==> config.mk <==
export PLATFORM = sky130hd
export DESIGN_NAME = mult_div_exec_unit
export DESIGN_NICKNAME = d
export VERILOG_FILES = /design/src/rtl/muldiv_pkg.sv /design/src/rtl/muldiv_divider_core.sv /design/src/rtl/mult_div_exec_unit.sv
export SDC_FILE = /design/constraint.sdc
export NUM_CORES = 2
export LEC_CHECK = 0
export ABC_AREA = 1
export CORE_MARGIN = 5
export CORE_UTILIZATION = 45
export DETAILED_ROUTE_END_ITERATION = 6
export PLACE_DENSITY = 0.7
export SLEW_MARGIN = 20
export SYNTH_ARGS = -nofsm -noshare
export SYNTH_HDL_FRONTEND = slang
export SYNTH_SLANG_ARGS = --single-unit
==> constraint.sdc <==
create_clock -name clk -period 8.21 [get_ports clk]
set_input_delay 1.642 -clock clk [delete_from_list [all_inputs] [get_ports clk]]
set_output_delay 1.642 -clock clk [all_outputs]
set_load 0.02 [all_outputs]
==> src/rtl/muldiv_pkg.sv <==
// Shared constants, RV32M funct3 encodings, FSM state type and operand-sign
// decode helpers for the multiply/divide execution unit.
package muldiv_pkg;

  localparam int XLEN_DEF  = 32;
  localparam int TAG_W_DEF = 6;

  localparam logic [2:0] F3_MUL    = 3'b000;
  localparam logic [2:0] F3_MULH   = 3'b001;
  localparam logic [2:0] F3_MULHSU = 3'b010;
  localparam logic [2:0] F3_MULHU  = 3'b011;
  localparam logic [2:0] F3_DIV    = 3'b100;
  localparam logic [2:0] F3_DIVU   = 3'b101;
  localparam logic [2:0] F3_REM    = 3'b110;
  localparam logic [2:0] F3_REMU   = 3'b111;

  typedef enum logic [1:0] {
    IDLE = 2'd0,
    MUL  = 2'd1,
    DIV  = 2'd2,
    DONE = 2'd3
  } state_e;

  function automatic logic is_div(input logic [2:0] f3);
    return f3[2];
  endfunction

  function automatic logic is_signed_a(input logic [2:0] f3);
    case (f3)
      F3_MUL, F3_MULH, F3_MULHSU, F3_DIV, F3_REM: return 1'b1;
      default:                                    return 1'b0;
    endcase
  endfunction

  function automatic logic is_signed_b(input logic [2:0] f3);
    case (f3)
      F3_MUL, F3_MULH, F3_DIV, F3_REM: return 1'b1;
      default:                         return 1'b0;
    endcase
  endfunction

endpackage

==> src/rtl/muldiv_divider_core.sv <==
// Iterative unsigned restoring divider: one quotient bit per cycle for XLEN cycles.
// done is high during the final step; quotient/remainder then show that step's result.
module muldiv_divider_core
  import muldiv_pkg::*;
#(
  parameter int XLEN = XLEN_DEF
) (
  input  logic            clk,
  input  logic            rst_n,
  input  logic            start,
  input  logic [XLEN-1:0] dividend,
  input  logic [XLEN-1:0] divisor,
  output logic            done,
  output logic [XLEN-1:0] quotient,
  output logic [XLEN-1:0] remainder
);

  localparam int CW = $clog2(XLEN + 1);

  logic [XLEN-1:0] quo_q, rem_q, dvs_q;
  logic [XLEN-1:0] quo_d, rem_d;
  logic [CW-1:0]   cnt_q;
  logic [XLEN:0]   trial, diff;
  logic            ge;

  // Partial remainder stays below the divisor, so the shifted trial fits in XLEN+1 bits
  assign trial = {rem_q, quo_q[XLEN-1]};
  assign diff  = trial - {1'b0, dvs_q};
  assign ge    = ~diff[XLEN];
  assign rem_d = ge ? diff[XLEN-1:0] : trial[XLEN-1:0];
  assign quo_d = {quo_q[XLEN-2:0], ge};

  assign done      = (cnt_q == CW'(1));
  assign quotient  = quo_d;
  assign remainder = rem_d;

  always_ff @(posedge clk or negedge rst_n) begin
    if (!rst_n) begin
      quo_q <= '0;
      rem_q <= '0;
      dvs_q <= '0;
      cnt_q <= '0;
    end else if (start) begin
      quo_q <= dividend;
      rem_q <= '0;
      dvs_q <= divisor;
      cnt_q <= CW'(XLEN);
    end else if (cnt_q != '0) begin
      quo_q <= quo_d;
      rem_q <= rem_d;
      cnt_q <= cnt_q - CW'(1);
    end
  end

endmodule

==> src/rtl/mult_div_exec_unit.sv <==
// RV32M multiply/divide execution unit with issue handshake and CDB request/grant.
// Define MULDIV_GRANT_BYPASS_EN to accept a new op in the CDB grant cycle (no idle bubble).
module mult_div_exec_unit
  import muldiv_pkg::*;
#(
  parameter int XLEN        = XLEN_DEF,
  parameter int TAG_W       = TAG_W_DEF,
  parameter int MUL_LATENCY = 4
) (
  input  logic             clk,
  input  logic             rst_n,
  input  logic             issue_valid,
  input  logic [2:0]       issue_funct3,
  input  logic [XLEN-1:0]  issue_rs1_data,
  input  logic [XLEN-1:0]  issue_rs2_data,
  input  logic [TAG_W-1:0] issue_rd_tag,
  output logic             issueblk_done,
  output logic             cdb_req,
  input  logic             cdb_grant,
  output logic [TAG_W-1:0] cdb_tag,
  output logic [XLEN-1:0]  cdb_data
);

  localparam int PW = 2 * XLEN;

  state_e           state_q, state_d;
  logic [3:0]       cnt_q, cnt_d;
  logic [2:0]       f3_q, f3_d;
  logic [XLEN-1:0]  a_q, a_d, b_q, b_d;
  logic [TAG_W-1:0] tag_q, tag_d;
  logic [XLEN-1:0]  data_q, data_d;

  logic             accept, div_start, div_zero_i, div_ovf_i, neg_a_i, neg_b_i;
  logic [XLEN-1:0]  a_mag_i, b_mag_i, special_res;
  logic             core_done;
  logic [XLEN-1:0]  core_quo, core_rem, div_res, mul_res;
  logic signed [XLEN:0] mul_a, mul_b;
  logic [PW-1:0]    prod;

`ifdef MULDIV_GRANT_BYPASS_EN
  assign issueblk_done = (state_q == IDLE) | ((state_q == DONE) & cdb_grant);
`else
  assign issueblk_done = (state_q == IDLE);
`endif

  assign accept   = issue_valid & issueblk_done;
  assign cdb_req  = (state_q == DONE);
  assign cdb_tag  = tag_q;
  assign cdb_data = data_q;

  // Issue-side decode: magnitudes and divide special cases resolved in the accept cycle
  assign neg_a_i    = is_signed_a(issue_funct3) & issue_rs1_data[XLEN-1];
  assign neg_b_i    = is_signed_b(issue_funct3) & issue_rs2_data[XLEN-1];
  assign a_mag_i    = neg_a_i ? -issue_rs1_data : issue_rs1_data;
  assign b_mag_i    = neg_b_i ? -issue_rs2_data : issue_rs2_data;
  assign div_zero_i = (issue_rs2_data == '0);
  assign div_ovf_i  = is_signed_a(issue_funct3)
                    & (issue_rs1_data == {1'b1, {(XLEN-1){1'b0}}})
                    & (issue_rs2_data == '1);
  assign div_start  = accept & is_div(issue_funct3) & ~div_zero_i & ~div_ovf_i;

  always_comb begin
    special_res = '0;
    if (div_zero_i) special_res = issue_funct3[1] ? issue_rs1_data : '1;
    else            special_res = issue_funct3[1] ? '0 : issue_rs1_data;
  end

  muldiv_divider_core #(.XLEN(XLEN)) u_div (
    .clk       (clk),
    .rst_n     (rst_n),
    .start     (div_start),
    .dividend  (a_mag_i),
    .divisor   (b_mag_i),
    .done      (core_done),
    .quotient  (core_quo),
    .remainder (core_rem)
  );

  // Sign-extended 33-bit operands; the low 2*XLEN bits of the product are exact
  assign mul_a   = {is_signed_a(f3_q) & a_q[XLEN-1], a_q};
  assign mul_b   = {is_signed_b(f3_q) & b_q[XLEN-1], b_q};
  assign prod    = PW'(mul_a) * PW'(mul_b);
  assign mul_res = (f3_q == F3_MUL) ? prod[XLEN-1:0] : prod[PW-1:XLEN];

  always_comb begin
    div_res = '0;
    if (f3_q[1]) div_res = (is_signed_a(f3_q) & a_q[XLEN-1]) ? -core_rem : core_rem;
    else         div_res = (is_signed_a(f3_q) & (a_q[XLEN-1] ^ b_q[XLEN-1])) ? -core_quo : core_quo;
  end

  always_comb begin
    state_d = state_q;
    cnt_d   = cnt_q;
    f3_d    = f3_q;
    a_d     = a_q;
    b_d     = b_q;
    tag_d   = tag_q;
    data_d  = data_q;
    if (accept) begin
      f3_d  = issue_funct3;
      a_d   = issue_rs1_data;
      b_d   = issue_rs2_data;
      tag_d = issue_rd_tag;
      if (!is_div(issue_funct3)) begin
        state_d = MUL;
        cnt_d   = 4'(MUL_LATENCY - 1);
      end else if (div_zero_i || div_ovf_i) begin
        state_d = DONE;
        data_d  = special_res;
      end else begin
        state_d = DIV;
      end
    end else begin
      case (state_q)
        MUL: begin
          cnt_d = cnt_q - 4'd1;
          if (cnt_q == 4'd1) begin
            state_d = DONE;
            data_d  = mul_res;
          end
        end
        DIV: begin
          if (core_done) begin
            state_d = DONE;
            data_d  = div_res;
          end
        end
        DONE:    if (cdb_grant) state_d = IDLE;
        default: state_d = IDLE;
      endcase
    end
  end

  always_ff @(posedge clk or negedge rst_n) begin
    if (!rst_n) begin
      state_q <= IDLE;
      cnt_q   <= '0;
      f3_q    <= '0;
      a_q     <= '0;
      b_q     <= '0;
      tag_q   <= '0;
      data_q  <= '0;
    end else begin
      state_q <= state_d;
      cnt_q   <= cnt_d;
      f3_q    <= f3_d;
      a_q     <= a_d;
      b_q     <= b_d;
      tag_q   <= tag_d;
      data_q  <= data_d;
    end
  end

endmodule

Yosys cells after proc, flatten, opt, wreduce, memory -nomap -nowiden
Cells that the tools add are included.
Storage, ports and cells
  register bits after elaboration: 213
  bits of input ports: 77
  output and inout bits: 40
  word-level logic and storage cells: 110
Operators by class
  add/sub/neg operators: 7
  multiply operators: 1
  equal/unequal tests: 21
  muxes and demuxes: 38
  bitwise logic cells: 16
  reductions and logical operators: 16
Operators by type and width (number)
  2-to-1 mux 32 bit: 19
  negator 32 bit: 4
  equality test 32 bit (second input constant): 2
  multiplier 33 x 33 -> 64 bit: 1
  one-hot mux 32 bit (2 select lines): 1
  subtractor 33 x 32 -> 33 bit: 1
  zero test 32 bit: 1
  AND 1 bit: 12
  equality test 3 bit (second input constant): 4
  2-to-1 mux 4 bit: 3
  2-to-1 mux 6 bit: 2
  2-to-1 mux 2 bit: 5
  OR reduction 5 bit: 2
  OR reduction 4 bit: 2
  2-to-1 mux 1 bit: 7
  equality test 3 x 1 -> 1 bit (second input constant): 2
  equality test 3 x 2 -> 1 bit (second input constant): 2
  equality test 6 x 1 -> 1 bit (second input constant): 1
  zero test 3 bit: 2
  != test 3 bit (second input constant): 2
  one-hot mux 2 bit (3 select lines): 1
  nonzero test 6 bit: 1
  subtractor 6 x 1 -> 6 bit (second input constant): 1
  AND reduction 5 bit: 1
  15 further kinds: 20

Logic depth before layout (Yosys ltp)
  depth in word-level cells: 10
  gate-level depth with buffers: 38
  depth with buffers taken out: 35

Hierarchy
Synthesis repeated with hierarchy kept, for this count alone.
Unflattened totals
  cell total of the unflattened synthesis: 7940
  area, all modules: 57776.7 µm²
By module, submodules not included
  mult_div_exec_unit: times used 1, cells each 6767, area each 49875.3 µm², sequential area each 2777.7 µm²
  muldiv_divider_core: times used 1, cells each 1173, area each 7901.3 µm², sequential area each 2552.4 µm²

Least setup slack after synthesis
No wires, ideal clock.
  path kind: register to register
  start point: reg f3_q[1]
  end point: reg data_q[30] (netlist: cdb_data[30])
  library setup time: 0.073 ns
  arrival time: 8.442 ns
  data required time: 8.137 ns
  setup slack: -0.305 ns
  stages on the path, launching flop included: 37
  buffers on the path: 5
  clock period less this slack: 8.515 ns
  path through: dfrtp_1 -> clkbuf_1 -> o21ai_0 -> nand2_1 -> inv_1 -> buf_1 -> buf_2 -> nand2_1 -> fa_1 -> fa_1 -> inv_1 -> fa_1 -> inv_1 -> fa_1 -> clkbuf_1 -> buf_1 -> inv_1 -> ha_1 -> xnor2_1 -> fa_1 -> inv_1 -> fa_1 -> inv_1 -> fa_1 -> inv_1 -> ha_1 -> inv_1 -> nor3_1 -> nand2_1 -> nor2_1 -> inv_1 -> o221a_2 -> nand3_1 -> nand3_1 -> a31oi_1 -> nand2_1 -> a21oi_2
On the way
  word-level cells in the longest chain between the ends: 10
  elaborated cells between the ends (all ways): 24
  those cells by class: 1 x mul; 4 x eq/ne; 12 x mux; 4 x bitwise; 3 x reduce/logical
Ends and longest elaborated chain
  start, declared: line mult_div_exec_unit.sv:28  | logic [2:0] f3_q, f3_d;
  start signal, assigned: line mult_div_exec_unit.sv:138  | f3_q <= '0;
  start signal, assigned: line mult_div_exec_unit.sv:146  | f3_q <= f3_d;
  branches (longest 8 deep; another with multiplier 33 x 33 -> 64 bit)
  one-hot mux 32 bit (2 select lines) (*): line mult_div_exec_unit.sv:114  | case (state_q)
  2-to-1 mux 32 bit (*): line mult_div_exec_unit.sv:99  | if (accept) begin
  end signal, assigned: line mult_div_exec_unit.sv:150  | data_q <= data_d;
  end, declared: line mult_div_exec_unit.sv:31  | logic [XLEN-1:0] data_q, data_d;
Mark *: on every way between the ends. The select of a mux whose other input is x is not followed.
A chain may end at the register's enable or synchronous reset.

Worst setup path in the final report
  start point: reg f3_q[2]
  end point: reg data_q[29] (netlist: cdb_data[29])
The elaborated chain is that of the path after synthesis.

==> results.rst <==
.. list-table::
   :header-rows: 1

   * - Metric
     - Value
   * - First-pass DRT Iterations
     - 6
   * - Post-Layout Cell Count
     - 9248
   * - Post-synthesis instance area
     - roughly 56000 µm²
   * - Clock buffer count from CTS
     - 27
   * - Placeable Area
     - ~120000 µm²
   * - Setup ws final
     - about 0.16 ns
   * - Capturing element type of the critical path
     - register
   * - Headroom to the max-slew limit
     - 32.6%
   * - Crit path largest cell delay
     - 0.62 ns
   * - Worst clock skew on the final layout
     - 0.0264 ns
   * - Number of H-tree levels
     - 1
   * - Worst path top cell family by delay
     - adder cells
   * - Detail-routed net length per standard cell
     - 21.1 µm
   * - P&R area growth vs syn
     - 13.7%
   * - CTS tree
     - yes
   * - Global placement routability congestion
     - 1.01
   * - Horiz. Die Dim
     - 361 µm
   * - Vias/cell
     - 5.37
   * - Via count of the first global-routing pass
     - around 50000
   * - Most frequent cell on the critical path
     - fa_1
   * - Maximum number of pins on one net before global-route repair
     - 102
   * - Hold slack
     - between 0.4 and 0.5 ns
   * - Wire length of the first global-routing pass
     - roughly 300000 µm
   * - Mean post-synth cell area
     - 7.54 µm²
   * - Final Slew Violations
     - 0
   * - I/O pin cnt
     - 117
   * - Most used flip-flop cell after synthesis
     - dfrtp_1
   * - Antenna violations before repair
     - 4
   * - Source-to-sink clock delay at the later pin of the worst-skew pair
     - ~0.59 ns
   * - Number of max-cap violations
     - 0
   * - Clock tree buffer depth
     - 3
   * - Effective utilization at floorplan
     - 45.1%
   * - Layout fillers
     - 11694
   * - Max Clock Freq
     - 124 MHz
   * - Area of the die
     - 131000 µm²
   * - Least-Margin Pin Slew
     - 1.00 ns
   * - Clock-pin slew on the worst setup and hold paths
     - roughly 0.06 ns
   * - Type of the setup path with the least slack
     - register to register
   * - Total number of nets in the final design
     - ~9000
   * - Status
     - completed
   * - Setup-violating endpoint count in the final report
     - 0
   * - Root buf cell
     - clkbuf_16
   * - Post-place setup slack
     - -0.192 ns
   * - Routed wire length
     - 195000 µm
   * - Half-perimeter wire length after placement
     - 162000 µm
   * - Synthesized flop and latch total
     - approximately 210
   * - Critical Path RT
     - 8.72 ns
   * - Most frequent cells after synthesis
     - nand2_1 (1939), inv_1 (1858), fa_1 (1101)
   * - Share of the clock period used by the worst path
     - just under 100%
   * - Critical path startpoint category
     - register
   * - Layout cell share with drive strength beyond 1
     - between 10 and 15%
   * - Top-count cell post-synth
     - nand2_1
   * - DP Area
     - 60900 µm²
   * - GR Overflow Total
     - 0
   * - Total nets after synthesis
     - just under 9000
   * - Netlist cell types
     - 60
   * - Share of synthesized area occupied by flip-flops and latches
     - about a tenth
   * - Crit path buf inv count
     - 11
   * - Area of all placed cells without fillers
     - about 63000 µm²
   * - Cell types occupying the most area after synthesis
     - fa_1 (40%), nand2_1 (13%), inv_1 (13%)
   * - Clock sinks
     - 213
   * - Post-route DRC
     - 0
   * - Arr. time, crit path
     - 8.56 ns
   * - Total number of yosys warnings
     - 0
   * - Num rows
     - 129
   * - Crit path time final
     - 8.05 ns
   * - Hold Fails Final Rpt
     - 0
   * - Count of input and output buffers
     - 116
   * - Class of the most critical hold timing path
     - register to register
   * - Number of synthesized flops with an enable pin
     - 0
   * - Biggest area consumer among synthesized cells
     - fa_1
   * - Overall fraction of global-route tracks in use
     - 29.6%
   * - Fraction of registers with async set or reset after synthesis
     - 100%
   * - Maximum fanout count along the critical path
     - 6
   * - Instance count of the mapped netlist
     - 7373
   * - Total via count after detailed routing
     - a little under 50000
   * - Number of design-rule violations left by the first detailed-router iteration
     - 4814
   * - Number of placed cells counting well taps
     - 9158
   * - Antenna Nets Post-Route
     - 0
   * - Synth top area share
     - 39.7%
   * - Slowest cell on the critical path
     - fa_2
   * - Die boundary height
     - 361 µm
==> final timing paths <==
path | depth (start not counted) | to | slack, ns | from
min in group asynchronous | 1 | u_div.rem_q[29]$_DFFE_PN0P_ | 1.08 | rst_n
setup reg to reg | 36 | cdb_data[29]$_DFFE_PN0P_ | 0.16 | f3_q[2]$_DFFE_PN0P_
hold reg to reg | 1 | cnt_q[3]$_DFFE_PN0P_ | 0.47 | cnt_q[3]$_DFFE_PN0P_
max in group asynchronous | 2 | b_q[12]$_DFFE_PN0P_ | 5.73 | rst_n
setup / recovery | 36 | cdb_data[29]$_DFFE_PN0P_ | 0.16 | f3_q[2]$_DFFE_PN0P_
hold / removal | 1 | cnt_q[3]$_DFFE_PN0P_ | 0.47 | cnt_q[3]$_DFFE_PN0P_
==> kinds of logic (layout without fill, tap and decap cells) <==
| family | Yosys count | after routing | share of synthesized area, % |
|---|---|---|---|
| fa+ha+maj | 1368 | 1368 | 45.7 |
| other cells | 0 | 5 | 0 |
| simple gates | 2691 | 2691 | 19.7 |
| flops | 213 | 213 | 9.59 |
| xor+xnor | 153 | 153 | 2.41 |
| compound gates | 711 | 711 | 7.39 |
| buf+inv | 2237 | 2470 | 15.3 |
==> state kept, by name (all words and copies together), names as in the netlist <==
name / count
a_q: 32
b_q: 32
cdb_data: 32
u_div.dvs_q: 32
u_div.quo_q: 32
u_div.rem_q: 32
cdb_tag: 6
u_div.cnt_q: 6
cnt_q: 4
f3_q: 3
state_q: 2
==> layer usage <==
metal / part of all wire [%] / track usage [%]
met4: 5.8 / 12.9
met5: 0.016 / 0
met3: 9.5 / 5.65
met2: 45 / 46.3
met1: 40 / 40.5
==> area by class of cell <==
cell class | count | area (µm²) | area share [%]
Multi-Input combinational cell | 4923 | 42700 | 67.6
Inverter | 1867 | 7020 | 11.1
Sequential cell | 213 | 5350 | 8.47
Timing Repair Buffer | 557 | 5130 | 8.12
Tap cell | 1637 | 2050 | 3.24
Clock buffer | 34 | 762 | 1.21
Clock inverter | 11 | 138 | 0.218
Antenna cell | 5 | 12.5 | 0.0198
Timing Repair inverter | 1 | 7.51 | 0.0119
==> layout by cell type (no fill, tap or decap), types with 20 or more instances in the layout <==
cell type and instances:
o21ai_1 24, inv_2 20, nor2_1 331, o21bai_1 23, xor2_1 87, clkbuf_16 29
nand2_1 1922, a21oi_1 207, a22oi_1 20, inv_1 1839, nor3_1 38, xnor2_1 46
fa_2 21, clkdlybuf4s50_1 115, ha_1 249, o22ai_1 36, fa_1 1080, nand2_2 34
buf_12 46, o21ai_0 232, a31oi_1 37, buf_4 384, nor2_2 37, or2_2 21
a21oi_2 24, nand3_1 182, nand4_1 31, dfrtp_1 199, o221ai_1 32
==> timing repair <==
| item | CTS | global route |
|---|---|---|
| hold buffers | 0 | 0 |
| buffers inserted | 0 | 37 |
| gates resized for setup | 10 | 244 |
| endpoints found under the hold margin | 0 | 0 |
| endpoints found under the setup margin | 9 | 30 |
| cloned | 0 | 3 |
| pin swaps | 1 | 81 |
==> worst reg2reg max path: cells and delay by family, from the launching register on <==
family / cells / cell delay (ns)
adders and majority gates: 8 / 3.98
AOI/OAI and AO/OA: 4 / 0.69
DFF: 1 / 0.39
buffers and inverters: 11 / 1.36
and+or+nand+nor: 11 / 1.15
xor gates and xnor gates: 2 / 0.38
==> stage by stage <==
step	util, %	TNS, ns
floorplan	-	0
global placement	49.4	-0.607
detailed placement	49.4	-0.486
CTS	50.2	-0.0858
global route	51.3	-0.384
finish	51.3	0
Power is not shown: default switching activity piles up to over one toggle a cycle in this logic, so the estimate is an artifact.
